## src/rtl/vga_timing_pkg.sv

```systemverilog
// Shared 640x480@60 raster constants and the coordinate type for the VGA timing block.
// The derived totals and sync windows are the defaults a build uses when nothing overrides them.
package vga_timing_pkg;

    typedef logic [9:0] coord_t;

    localparam int H_VISIBLE_DEF = 640;
    localparam int H_FP_DEF      = 16;
    localparam int H_SYNC_DEF    = 96;
    localparam int H_BP_DEF      = 48;
    localparam int V_VISIBLE_DEF = 480;
    localparam int V_FP_DEF      = 10;
    localparam int V_SYNC_DEF    = 2;
    localparam int V_BP_DEF      = 33;
    localparam int PIPE_LAT_DEF  = 2;

    localparam int H_TOTAL_DEF      = H_VISIBLE_DEF + H_FP_DEF + H_SYNC_DEF + H_BP_DEF;
    localparam int V_TOTAL_DEF      = V_VISIBLE_DEF + V_FP_DEF + V_SYNC_DEF + V_BP_DEF;
    localparam int H_SYNC_START_DEF = H_VISIBLE_DEF + H_FP_DEF;
    localparam int H_SYNC_END_DEF   = H_SYNC_START_DEF + H_SYNC_DEF;
    localparam int V_SYNC_START_DEF = V_VISIBLE_DEF + V_FP_DEF;
    localparam int V_SYNC_END_DEF   = V_SYNC_START_DEF + V_SYNC_DEF;

endpackage

```

## src/rtl/vga_timing_gen_if.sv

```systemverilog
// Raster/video timing bundle between the timing generator and the sprite mappers / connector.
// frame_count is carried only when VGA_FRAME_COUNT_EN is defined.
interface vga_timing_gen_if;
    import vga_timing_pkg::*;

    coord_t      DrawX;
    coord_t      DrawY;
    logic        blank;
    logic        hs;
    logic        vs;
    logic        frame_start;
`ifdef VGA_FRAME_COUNT_EN
    logic [15:0] frame_count;

    modport master (output DrawX, DrawY, blank, hs, vs, frame_start, frame_count);
    modport slave  (input  DrawX, DrawY, blank, hs, vs, frame_start, frame_count);
`else
    modport master (output DrawX, DrawY, blank, hs, vs, frame_start);
    modport slave  (input  DrawX, DrawY, blank, hs, vs, frame_start);
`endif

endinterface

```

## src/rtl/pipe_delay.sv

```systemverilog
// DEPTH-stage shift register with an asynchronous load of rst_val; DEPTH == 0 is a plain wire.
// Used to hold blank/hs/vs back until the mapper pixel data catches up.
module pipe_delay #(
    parameter int WIDTH = 1,
    parameter int DEPTH = 1
) (
    input  logic             clk,
    input  logic             rst_n,
    input  logic [WIDTH-1:0] rst_val,
    input  logic [WIDTH-1:0] din,
    output logic [WIDTH-1:0] dout
);

    if (DEPTH == 0) begin : g_bypass
        assign dout = din;
    end else begin : g_shift
        logic [WIDTH-1:0] stage_q [DEPTH];
        logic [WIDTH-1:0] stage_d [DEPTH];

        always_comb begin
            stage_d[0] = din;
            for (int i = 1; i < DEPTH; i++) begin
                stage_d[i] = stage_q[i-1];
            end
        end

        always_ff @(posedge clk or negedge rst_n) begin
            if (!rst_n) begin
                for (int i = 0; i < DEPTH; i++) begin
                    stage_q[i] <= rst_val;
                end
            end else begin
                stage_q <= stage_d;
            end
        end

        assign dout = stage_q[DEPTH-1];
    end

endmodule

```

## src/rtl/vga_timing_gen.sv

```systemverilog
// Raster counters, sync/blank generation and frame_start for the 640x480 pipeline.
// Defining VGA_FRAME_COUNT_EN adds a wrapping 16-bit frame counter on the interface.
module vga_timing_gen
    import vga_timing_pkg::*;
#(
    parameter int H_VISIBLE = H_VISIBLE_DEF,
    parameter int H_FP      = H_FP_DEF,
    parameter int H_SYNC    = H_SYNC_DEF,
    parameter int H_BP      = H_BP_DEF,
    parameter int V_VISIBLE = V_VISIBLE_DEF,
    parameter int V_FP      = V_FP_DEF,
    parameter int V_SYNC    = V_SYNC_DEF,
    parameter int V_BP      = V_BP_DEF,
    parameter int PIPE_LAT  = PIPE_LAT_DEF
) (
    input  logic               vga_clk,
    input  logic               reset_n,
    vga_timing_gen_if.master   vif
);

    localparam int H_TOTAL = H_VISIBLE + H_FP + H_SYNC + H_BP;
    localparam int V_TOTAL = V_VISIBLE + V_FP + V_SYNC + V_BP;

    localparam coord_t H_LAST   = coord_t'(H_TOTAL - 1);
    localparam coord_t V_LAST   = coord_t'(V_TOTAL - 1);
    localparam coord_t H_VIS    = coord_t'(H_VISIBLE);
    localparam coord_t V_VIS    = coord_t'(V_VISIBLE);
    localparam coord_t H_SS     = coord_t'(H_VISIBLE + H_FP);
    localparam coord_t H_SE     = coord_t'(H_VISIBLE + H_FP + H_SYNC);
    localparam coord_t V_SS     = coord_t'(V_VISIBLE + V_FP);
    localparam coord_t V_SE     = coord_t'(V_VISIBLE + V_FP + V_SYNC);

    if (H_TOTAL > 1024 || V_TOTAL > 1024 || PIPE_LAT < 0 || PIPE_LAT > 4) begin : g_bad_cfg
        $fatal(1, "vga_timing_gen: totals must fit 10 bits and PIPE_LAT must be 0..4");
    end

    coord_t     hc_q, hc_d;
    coord_t     vc_q, vc_d;
    logic       frame_start_q, frame_start_d;
    logic       blank_raw, hs_raw, vs_raw;
    logic [2:0] sync_dly;

    always_comb begin
        hc_d = hc_q + 10'd1;
        vc_d = vc_q;
        if (hc_q == H_LAST) begin
            hc_d = '0;
            vc_d = (vc_q == V_LAST) ? '0 : vc_q + 10'd1;
        end
        // Registered pulse: fire on the edge that lands the scan on (0, V_VISIBLE).
        frame_start_d = (hc_d == '0) && (vc_d == V_VIS);
    end

    always_comb begin
        blank_raw = (hc_q < H_VIS) && (vc_q < V_VIS);
        hs_raw    = !((hc_q >= H_SS) && (hc_q < H_SE));
        vs_raw    = !((vc_q >= V_SS) && (vc_q < V_SE));
    end

    always_ff @(posedge vga_clk or negedge reset_n) begin
        if (!reset_n) begin
            hc_q          <= '0;
            vc_q          <= '0;
            frame_start_q <= 1'b0;
        end else begin
            hc_q          <= hc_d;
            vc_q          <= vc_d;
            frame_start_q <= frame_start_d;
        end
    end

    pipe_delay #(
        .WIDTH (3),
        .DEPTH (PIPE_LAT)
    ) u_sync_dly (
        .clk     (vga_clk),
        .rst_n   (reset_n),
        .rst_val (3'b011),
        .din     ({blank_raw, hs_raw, vs_raw}),
        .dout    (sync_dly)
    );

    assign vif.DrawX       = hc_q;
    assign vif.DrawY       = vc_q;
    assign vif.blank       = sync_dly[2];
    assign vif.hs          = sync_dly[1];
    assign vif.vs          = sync_dly[0];
    assign vif.frame_start = frame_start_q;

`ifdef VGA_FRAME_COUNT_EN
    logic [15:0] frame_count_q, frame_count_d;

    always_comb begin
        frame_count_d = frame_count_q + {15'd0, frame_start_q};
    end

    always_ff @(posedge vga_clk or negedge reset_n) begin
        if (!reset_n) begin
            frame_count_q <= '0;
        end else begin
            frame_count_q <= frame_count_d;
        end
    end

    assign vif.frame_count = frame_count_q;
`endif

endmodule

```

## src/flat_wrapper.sv

```systemverilog
// flat-port wrapper written by rule: the top's interface ports become plain ports
module vga_timing_gen_flat import vga_timing_pkg::*;
#(
    parameter int H_VISIBLE = H_VISIBLE_DEF,
    parameter int H_FP      = H_FP_DEF,
    parameter int H_SYNC    = H_SYNC_DEF,
    parameter int H_BP      = H_BP_DEF,
    parameter int V_VISIBLE = V_VISIBLE_DEF,
    parameter int V_FP      = V_FP_DEF,
    parameter int V_SYNC    = V_SYNC_DEF,
    parameter int V_BP      = V_BP_DEF,
    parameter int PIPE_LAT  = PIPE_LAT_DEF
)
  (vga_clk, reset_n, vif_DrawX, vif_DrawY, vif_blank, vif_hs, vif_vs, vif_frame_start);
  vga_timing_gen_if vif_i ();
  input  logic vga_clk;
  input  logic reset_n;
  output wire logic [$bits(vif_i.DrawX)-1:0] vif_DrawX;
  output wire logic [$bits(vif_i.DrawY)-1:0] vif_DrawY;
  output wire logic [$bits(vif_i.blank)-1:0] vif_blank;
  output wire logic [$bits(vif_i.hs)-1:0] vif_hs;
  output wire logic [$bits(vif_i.vs)-1:0] vif_vs;
  output wire logic [$bits(vif_i.frame_start)-1:0] vif_frame_start;
  assign vif_DrawX = vif_i.DrawX;
  assign vif_DrawY = vif_i.DrawY;
  assign vif_blank = vif_i.blank;
  assign vif_hs = vif_i.hs;
  assign vif_vs = vif_i.vs;
  assign vif_frame_start = vif_i.frame_start;
  vga_timing_gen #(.H_VISIBLE(H_VISIBLE), .H_FP(H_FP), .H_SYNC(H_SYNC), .H_BP(H_BP), .V_VISIBLE(V_VISIBLE), .V_FP(V_FP), .V_SYNC(V_SYNC), .V_BP(V_BP), .PIPE_LAT(PIPE_LAT)) u_core (.vga_clk(vga_clk), .reset_n(reset_n), .vif(vif_i));
endmodule
```

## config.mk

```make
export PLATFORM = sky130hd
export DESIGN_NAME = vga_timing_gen_flat
export DESIGN_NICKNAME = d
export VERILOG_FILES = /design/src/rtl/vga_timing_pkg.sv /design/src/rtl/vga_timing_gen_if.sv /design/src/rtl/pipe_delay.sv /design/src/rtl/vga_timing_gen.sv /design/src/flat_wrapper.sv
export SDC_FILE = /design/constraint.sdc
export NUM_CORES = 1
export LEC_CHECK = 0
export CAP_MARGIN = 0
export CORE_ASPECT_RATIO = 0.6
export CORE_MARGIN = 2
export CORE_UTILIZATION = 30
export DETAILED_ROUTE_END_ITERATION = 10
export DONT_BUFFER_PORTS = 1
export PLACE_DENSITY = 0.55
export SYNTH_ARGS = -nofsm -noshare
export SYNTH_HDL_FRONTEND = slang
export SYNTH_SLANG_ARGS = --single-unit
```

## constraint.sdc

```tcl
create_clock -name vga_clk -period 5.54 [get_ports vga_clk]
set_input_delay 1.108 -clock vga_clk [delete_from_list [all_inputs] [get_ports vga_clk]]
set_output_delay 1.108 -clock vga_clk [all_outputs]
set_load 0.005 [all_outputs]
```

==> reports/results.ini, run 1 <==
[layout]
diodes=0
final_nets=156
fillers=530
layout-drive-gt1-share_pct=10.1
syn_to_final_growth_pct=4.32
final_area_sq_mm=0.00160

[placed_design]
routabilityCongestion=0.835
numPortBuffers=0
dpl_worst_slack_ps=3040
dp_hpwl_microns=2610
dpl-instance-area_sq_mm=0.00155

[run]
max_cap_viol_count=0

[synth]
syn_inst=156
mappedNetlistNets=162
synth.top_cell.area_share_pct=37.5
synthTopCellsByArea=dfrtp_1 37%, dfstp_2 6.8%, xnor2_1 3.4%
syn_area_sq_mm=0.00154
synth_area_per_cell_sq_um=9.84
async_reset_ff_share_pct=100
synth_edf_count=0
yosysWarnings=0
yosys.area.top_type=dfrtp_1
synth_commonest_cells=23 x dfrtp_1, 10 x nand3_1, 9 x nor2_1, 8 x inv_1, 8 x o21ai_0
synth_seq_cells=27
synth.most_common_cell=dfrtp_1
synthFlopType=dfrtp_1
synth.distinct_cells=46
ys_seq_area_share_pct=44.3

[timing]
finalCriticalPeriod_ps=2500
fmax_ghz=0.400
worst_clock_skew_ps=8.31
grt_setup_unrepaired=no
tightest_slew_ps=717
setup_ws_ps=3040
slew_viol_final=0
hold_violations=0
fin_crit_sh_pct=45.2
setup-violations-final=0
slew-limit-headroom_pct=51.8
fin_tns_setup_ps=0

[cts]
clk_latency_ps=280
clock_sinks=27
htree_levels=1
holdBufCountCts=0
numCtsBuffers=3
cts.reportedPaths.clkPinSlew_ps=100
post-cts-setup-buffers=0
cts_root_buf=clkbuf_8
cts_buffer_depth=2
cts_tree=done
ctsResizeCount=0

[floorplan]
core-area_sq_mm=0.00500
rows=20
io_pins=26
fp.dieH_microns=59.4
start_util_pct=30.7
die_w_microns=96.4
dieArea_sq_mm=0.00572

[setup_path]
crit_type=flop to flop
arrival_ps=2690
crit_path_end_kind=flop
r2r_cells=5
start_kind=flop
r2r_start=u_core.vif.DrawX[5]
worstReg2RegEnd=u_core.vif.frame_start
critPathRequiredTime_ps=5730
worstSetupEndpoint=u_core.vif.frame_start
crit_start=u_core.vif.DrawX[5]
r2r_slack_ps=3040
path_max_fanout=13

[power_and_ir_drop]
p_leak_nw=0.589
peakVddDrop_mv=0.0691
power.density_mw_per_mm2=195

[global_route]
grt_pass1_vias=1067
antenna_found_initial=0
grt_max_degree=28
gr-total-overflow=0
grt_pass1_wl_microns=5930
grt_util_all_layers_pct=13.6

[detailed_routing]
first_pass_iters=4
drt_wl_total_microns=3460
drtAntennaViolNets=0
vias=1175
drtIter0Drc=86
wire_per_inst_microns=16.1
drc=0
vias_per_cell=5.47

[status]
status=finished, final reports clean

[min_path]
holdCritPathClass=flop to flop

[logic make-up (layout without fill, tap and decap cells)]
logic type	count (synthesis)	after routing	synth area share, %
and+or+nand+nor	63	63	24.9
buffers and inverters	19	12	6.19
DFF	27	27	44.3
AOI/OAI and AO/OA	33	33	15.6
xor gates and xnor gates	10	10	5.70
adders and majority gates	4	4	3.26
[area by class of cell]
type | instances | area (sq um) | area share [%]
flip-flops and latches | 27 | 681 | 42.5
inverters | 8 | 30.0 | 1.87
well taps | 66 | 82.6 | 5.16
clock inverters | 1 | 7.51 | 0.469
clock buffers | 3 | 41.3 | 2.58
multi-input cells | 110 | 759 | 47.4
[cell usage in the layout (no fill, tap or decap), types with 3 or more instances in the layout]
cell	Yosys	routed
a31oi_1	4	4
nor3_1	7	7
and4_1	5	5
o41ai_1	4	4
dfstp_2	4	4
nand4_1	5	5
xor2_1	4	4
nand2_1	7	7
o21ai_0	8	8
nand3_1	10	10
dfrtp_1	23	23
ha_1	4	4
xnor2_1	6	6
inv_1	8	8
a21oi_1	3	3
nor2_1	9	9
clkbuf_8	0	3
[metal layers]
metal	vias to the layer above	global-route usage, %	share of wire [%]
met2	36	18.8	42
met5	-	0	0
met3	0	5.60	8.1
li1	563	-	-
met4	0	1.81	0
met1	576	20.2	50
[state kept, by name, summed over array words and instances (netlist names)]
name and flops:
u_core.u_sync_dly.dout 3, u_core.vif.DrawX 10, u_core.vif.DrawY 10, u_core.u_sync_dly.g_shift.stage_d 3
u_core.vif.frame_start 1
[power by group]
part / internal [W] / leakage [nW] / total, W / switching (W)
Sequential: 0.000197 / 0.339 / 0.000197 / 0
Clock: 0.0000511 / 0.0217 / 0.000115 / 0.0000641
Combinational: 0 / 0.228 / 0.000000000228 / 0
Total: 0.000248 / 0.589 / 0.000312 / 0.0000641
[worst min path at each step]
stage | to | start | cells past startpoint | slack [ps]
2_1_floorplan | u_core.u_sync_dly.dout[2] | u_core.u_sync_dly.g_shift.stage_d[2] | 0 | 330
3_3_place_gp | u_core.u_sync_dly.dout[2] | u_core.u_sync_dly.g_shift.stage_d[2] | 0 | 340
3_5_place_dp | u_core.u_sync_dly.dout[1] | u_core.u_sync_dly.g_shift.stage_d[1] | 0 | 350
4_1_cts | u_core.u_sync_dly.dout[1] | u_core.u_sync_dly.g_shift.stage_d[1] | 0 | 360
5_1_grt | u_core.u_sync_dly.dout[0] | u_core.u_sync_dly.g_shift.stage_d[0] | 0 | 370
6_report | u_core.u_sync_dly.dout[1] | u_core.u_sync_dly.g_shift.stage_d[1] | 0 | 360
[per-stage QoR]
stage,total power [W],util (%),hold slack (ps),instances
2_1_floorplan,0.000201,-,331,156
3_3_place_gp,0.000201,31.0,344,211
3_5_place_dp,0.000201,31.0,347,211
4_1_cts,0.000316,32.0,362,215
5_1_grt,0.000328,32.0,368,215
6_report,0.000312,32.0,362,215
[critical path, cell delays in order (launching register included)]
cell and delay, ps:
dfrtp_1 550, or4b_4 660, or3_1 520, o21a_4 180, nand4b_1 200, nor4_2 300
Power figures use the tool's default switching activity.
==> inputs of run 2 (changes only) <==
--- a/config.mk
+++ b/config.mk
@@ -11,7 +11,7 @@
 export CORE_UTILIZATION = 30
 export DETAILED_ROUTE_END_ITERATION = 10
 export DONT_BUFFER_PORTS = 1
-export PLACE_DENSITY = 0.55
+export PLACE_DENSITY = 0.56
 export SYNTH_ARGS = -nofsm -noshare
 export SYNTH_HDL_FRONTEND = slang
 export SYNTH_SLANG_ARGS = --single-unit
==> constraint.sdc (replaced) <==
create_clock -name vga_clk -period 2.22 [get_ports vga_clk]
set_input_delay 0.444 -clock vga_clk [delete_from_list [all_inputs] [get_ports vga_clk]]
set_output_delay 0.444 -clock vga_clk [all_outputs]
set_load 0.005 [all_outputs]
==> run 2 against run 1 <==
Against the previous run: worst setup slack got worse by 2900 ps; register-to-register slack lost 2900 ps; total power grew to 2.5 times the previous value; largest cell class unchanged; critical path depth is the same; first-iteration DRC count rose by 38%; cell count grew 11%; critical path type unchanged.
==> reports/results.ini, run 2 (synthesis gave the netlist of run 1 again) <==
[timing]
slew_viol_final=0  ; unchanged
finalCriticalPeriod_ps=2100  ; -399 ps
fin_tns_setup_ps=0  ; unchanged
hold_violations=0  ; unchanged
fmax_ghz=0.476  ; +19%
fin_crit_sh_pct=94.7  ; +50 points
tightest_slew_ps=405  ; -312 ps
worst_clock_skew_ps=5.82  ; -2.49 ps
setup-violations-final=0  ; unchanged
slew-limit-headroom_pct=72.6  ; +21 points

[layout]
fillers=521  ; -1.7%
final_common_cell=dfrtp_1
diodes=0  ; unchanged
syn_to_final_growth_pct=18.5
final_nets=179  ; +15%
final_cell_mix=23 x dfrtp_1, 21 x buf_4, 10 x nand3_1
layout-drive-gt1-share_pct=23.8  ; +14 points
final_util_pct=36.4  ; +4.3 points

[floorplan]
io_pins=26  ; unchanged
core-area_sq_mm=0.00500  ; unchanged
fp.dieH_microns=59.4  ; unchanged
start_util_pct=30.7  ; unchanged
die_w_microns=96.4  ; unchanged
rows=20  ; unchanged
dieArea_sq_mm=0.00572  ; unchanged

[setup_path]
arrival_ps=2280  ; -410 ps
path_max_fanout=7  ; -6
crit_path_end_kind=flop
start_kind=flop
critPathRequiredTime_ps=2400  ; -3330 ps
crit_type=flop to flop

[global_route]
grt_util_all_layers_pct=15.8  ; +2.2 points
grt_pass1_wl_microns=6680  ; +13%
gr-total-overflow=0  ; unchanged
grt_max_degree=28  ; unchanged
antenna_found_initial=0  ; unchanged
grt_pass1_vias=1254  ; +18%

[power_and_ir_drop]
p_seq_share_pct=62.3  ; -0.8 points
clkPwrFrac_pct=35.8  ; -1.1 points
power.density_mw_per_mm2=434  ; +120%
p_sw_w=0.000167  ; +160%
peakVddDrop_mv=0.213  ; +210%
p_leak_nw=0.733  ; +24%
power_frac_comb_pct=1.9  ; +1.9 points
p_int_w=0.000623  ; +150%
power_switching_share_pct=21.2  ; +0.65 points

[detailed_routing]
drc=0  ; unchanged
vias=1293  ; +10%
vias_per_cell=5.43  ; -0.59%
wire_per_inst_microns=17.3  ; +7.4%
first_pass_iters=5  ; +1
drtAntennaViolNets=0  ; unchanged
drtIter0Drc=119  ; +38%
drt_wl_total_microns=4110  ; +19%

[cts]
post-cts-setup-buffers=0  ; unchanged
cts.reportedPaths.clkPinSlew_ps=90  ; about the same
numCtsBuffers=3  ; unchanged
cts_buffer_depth=2  ; unchanged
clock_sinks=27  ; unchanged
clk_latency_ps=280  ; about the same
htree_levels=1  ; unchanged
cts_root_buf=clkbuf_8
cts_tree=done

[placed_design]
dp_hpwl_microns=3110  ; +19%
numPortBuffers=0  ; unchanged
routabilityCongestion=0.939  ; +12%

[status]
status=finished, final reports clean

[min_path]
holdCritPathClass=flop to flop

[run]
max_cap_viol_count=0  ; unchanged

run 2: layout make-up:
class	instances	area (sq um)	share of cell area, %
timing repair buffer	23	188	10.3
tap	66	82.6	4.54
clock inverter	1	5.00	0.275
multi-input combinational	110	792	43.5
sequential	27	681	37.4
inverter	8	30.0	1.65
clock buffer	3	41.3	2.27
run 2: timing repair:
action                                  4_1_cts  5_1_grt
resized for setup                             0        4
endpoints found under the setup margin        0        1
hold endpoints to repair                     27        0
hold buffers                                  2        0
run 2: critical path: stages (launching register included):
cell and delay (ps):
dfrtp_1 390, or4b_4 600, or3_4 390, a22oi_2 180, o211ai_1 130, nor4_2 310
run 2: stage by stage:
step | std cells | area, sq um | total power, W | worst slack (ps) | hold slack (ps)
after CTS | 238 | 1790 | 0.000805 | 30.2 | 365
after global placement | 232 | 1720 | 0.000501 | 159 | 149
after global routing | 238 | 1820 | 0.000835 | -14.6 | 372
after floorplan | 156 | 1540 | 0.000501 | 0.0655 | 148
final | 238 | 1820 | 0.000790 | 117 | 365
after detailed placement | 232 | 1720 | 0.000501 | 81.8 | 149
run 2: power by group through the flow:
stage	registers (W)	logic, W	clock network, W
floorplan	0.000501	0.000000000261	0
global placement	0.000501	0.000000000334	0
detailed placement	0.000501	0.000000000334	0
finish	0.000492	0.0000151	0.000283
global route	0.000492	0.0000174	0.000326
CTS	0.000492	0.0000163	0.000296
run 2: final timing paths:
check	startpoint	depth (start not counted)	end	slack, ps
max	u_core.vif.DrawX[5]	5	u_core.vif.frame_start	120
min	u_core.u_sync_dly.g_shift.stage_d[0]	0	u_core.u_sync_dly.dout[0]	360
max reg2reg	u_core.vif.DrawX[5]	5	u_core.vif.frame_start	120
min reg2reg	u_core.u_sync_dly.g_shift.stage_d[0]	0	u_core.u_sync_dly.dout[0]	360
max in group asynchronous	reset_n	2	u_core.u_sync_dly.g_shift.stage_d[0]	1400
min in group asynchronous	reset_n	2	u_core.u_sync_dly.dout[2]	590
run 2: per-layer routing:
metal  track usage [%]  vias to the layer above  wire length [microns]
li1                  -                      612                      -
met1              23.6                      618                   2020
met2              20.2                       61                   1570
met3              7.12                        2                    490
met4              3.62                        0                     27
met5                 0                        -                      0
==> inputs of run 3 (changes only) <==
--- a/config.mk
+++ b/config.mk
@@ -9,6 +9,7 @@
 export CORE_ASPECT_RATIO = 0.6
 export CORE_MARGIN = 2
 export CORE_UTILIZATION = 30
+export CTS_CLUSTER_SIZE = 12
 export DETAILED_ROUTE_END_ITERATION = 10
 export DONT_BUFFER_PORTS = 1
 export PLACE_DENSITY = 0.56
==> results of run 3 <==
The final DEF is identical to that of run 2; final timing and power are the same.
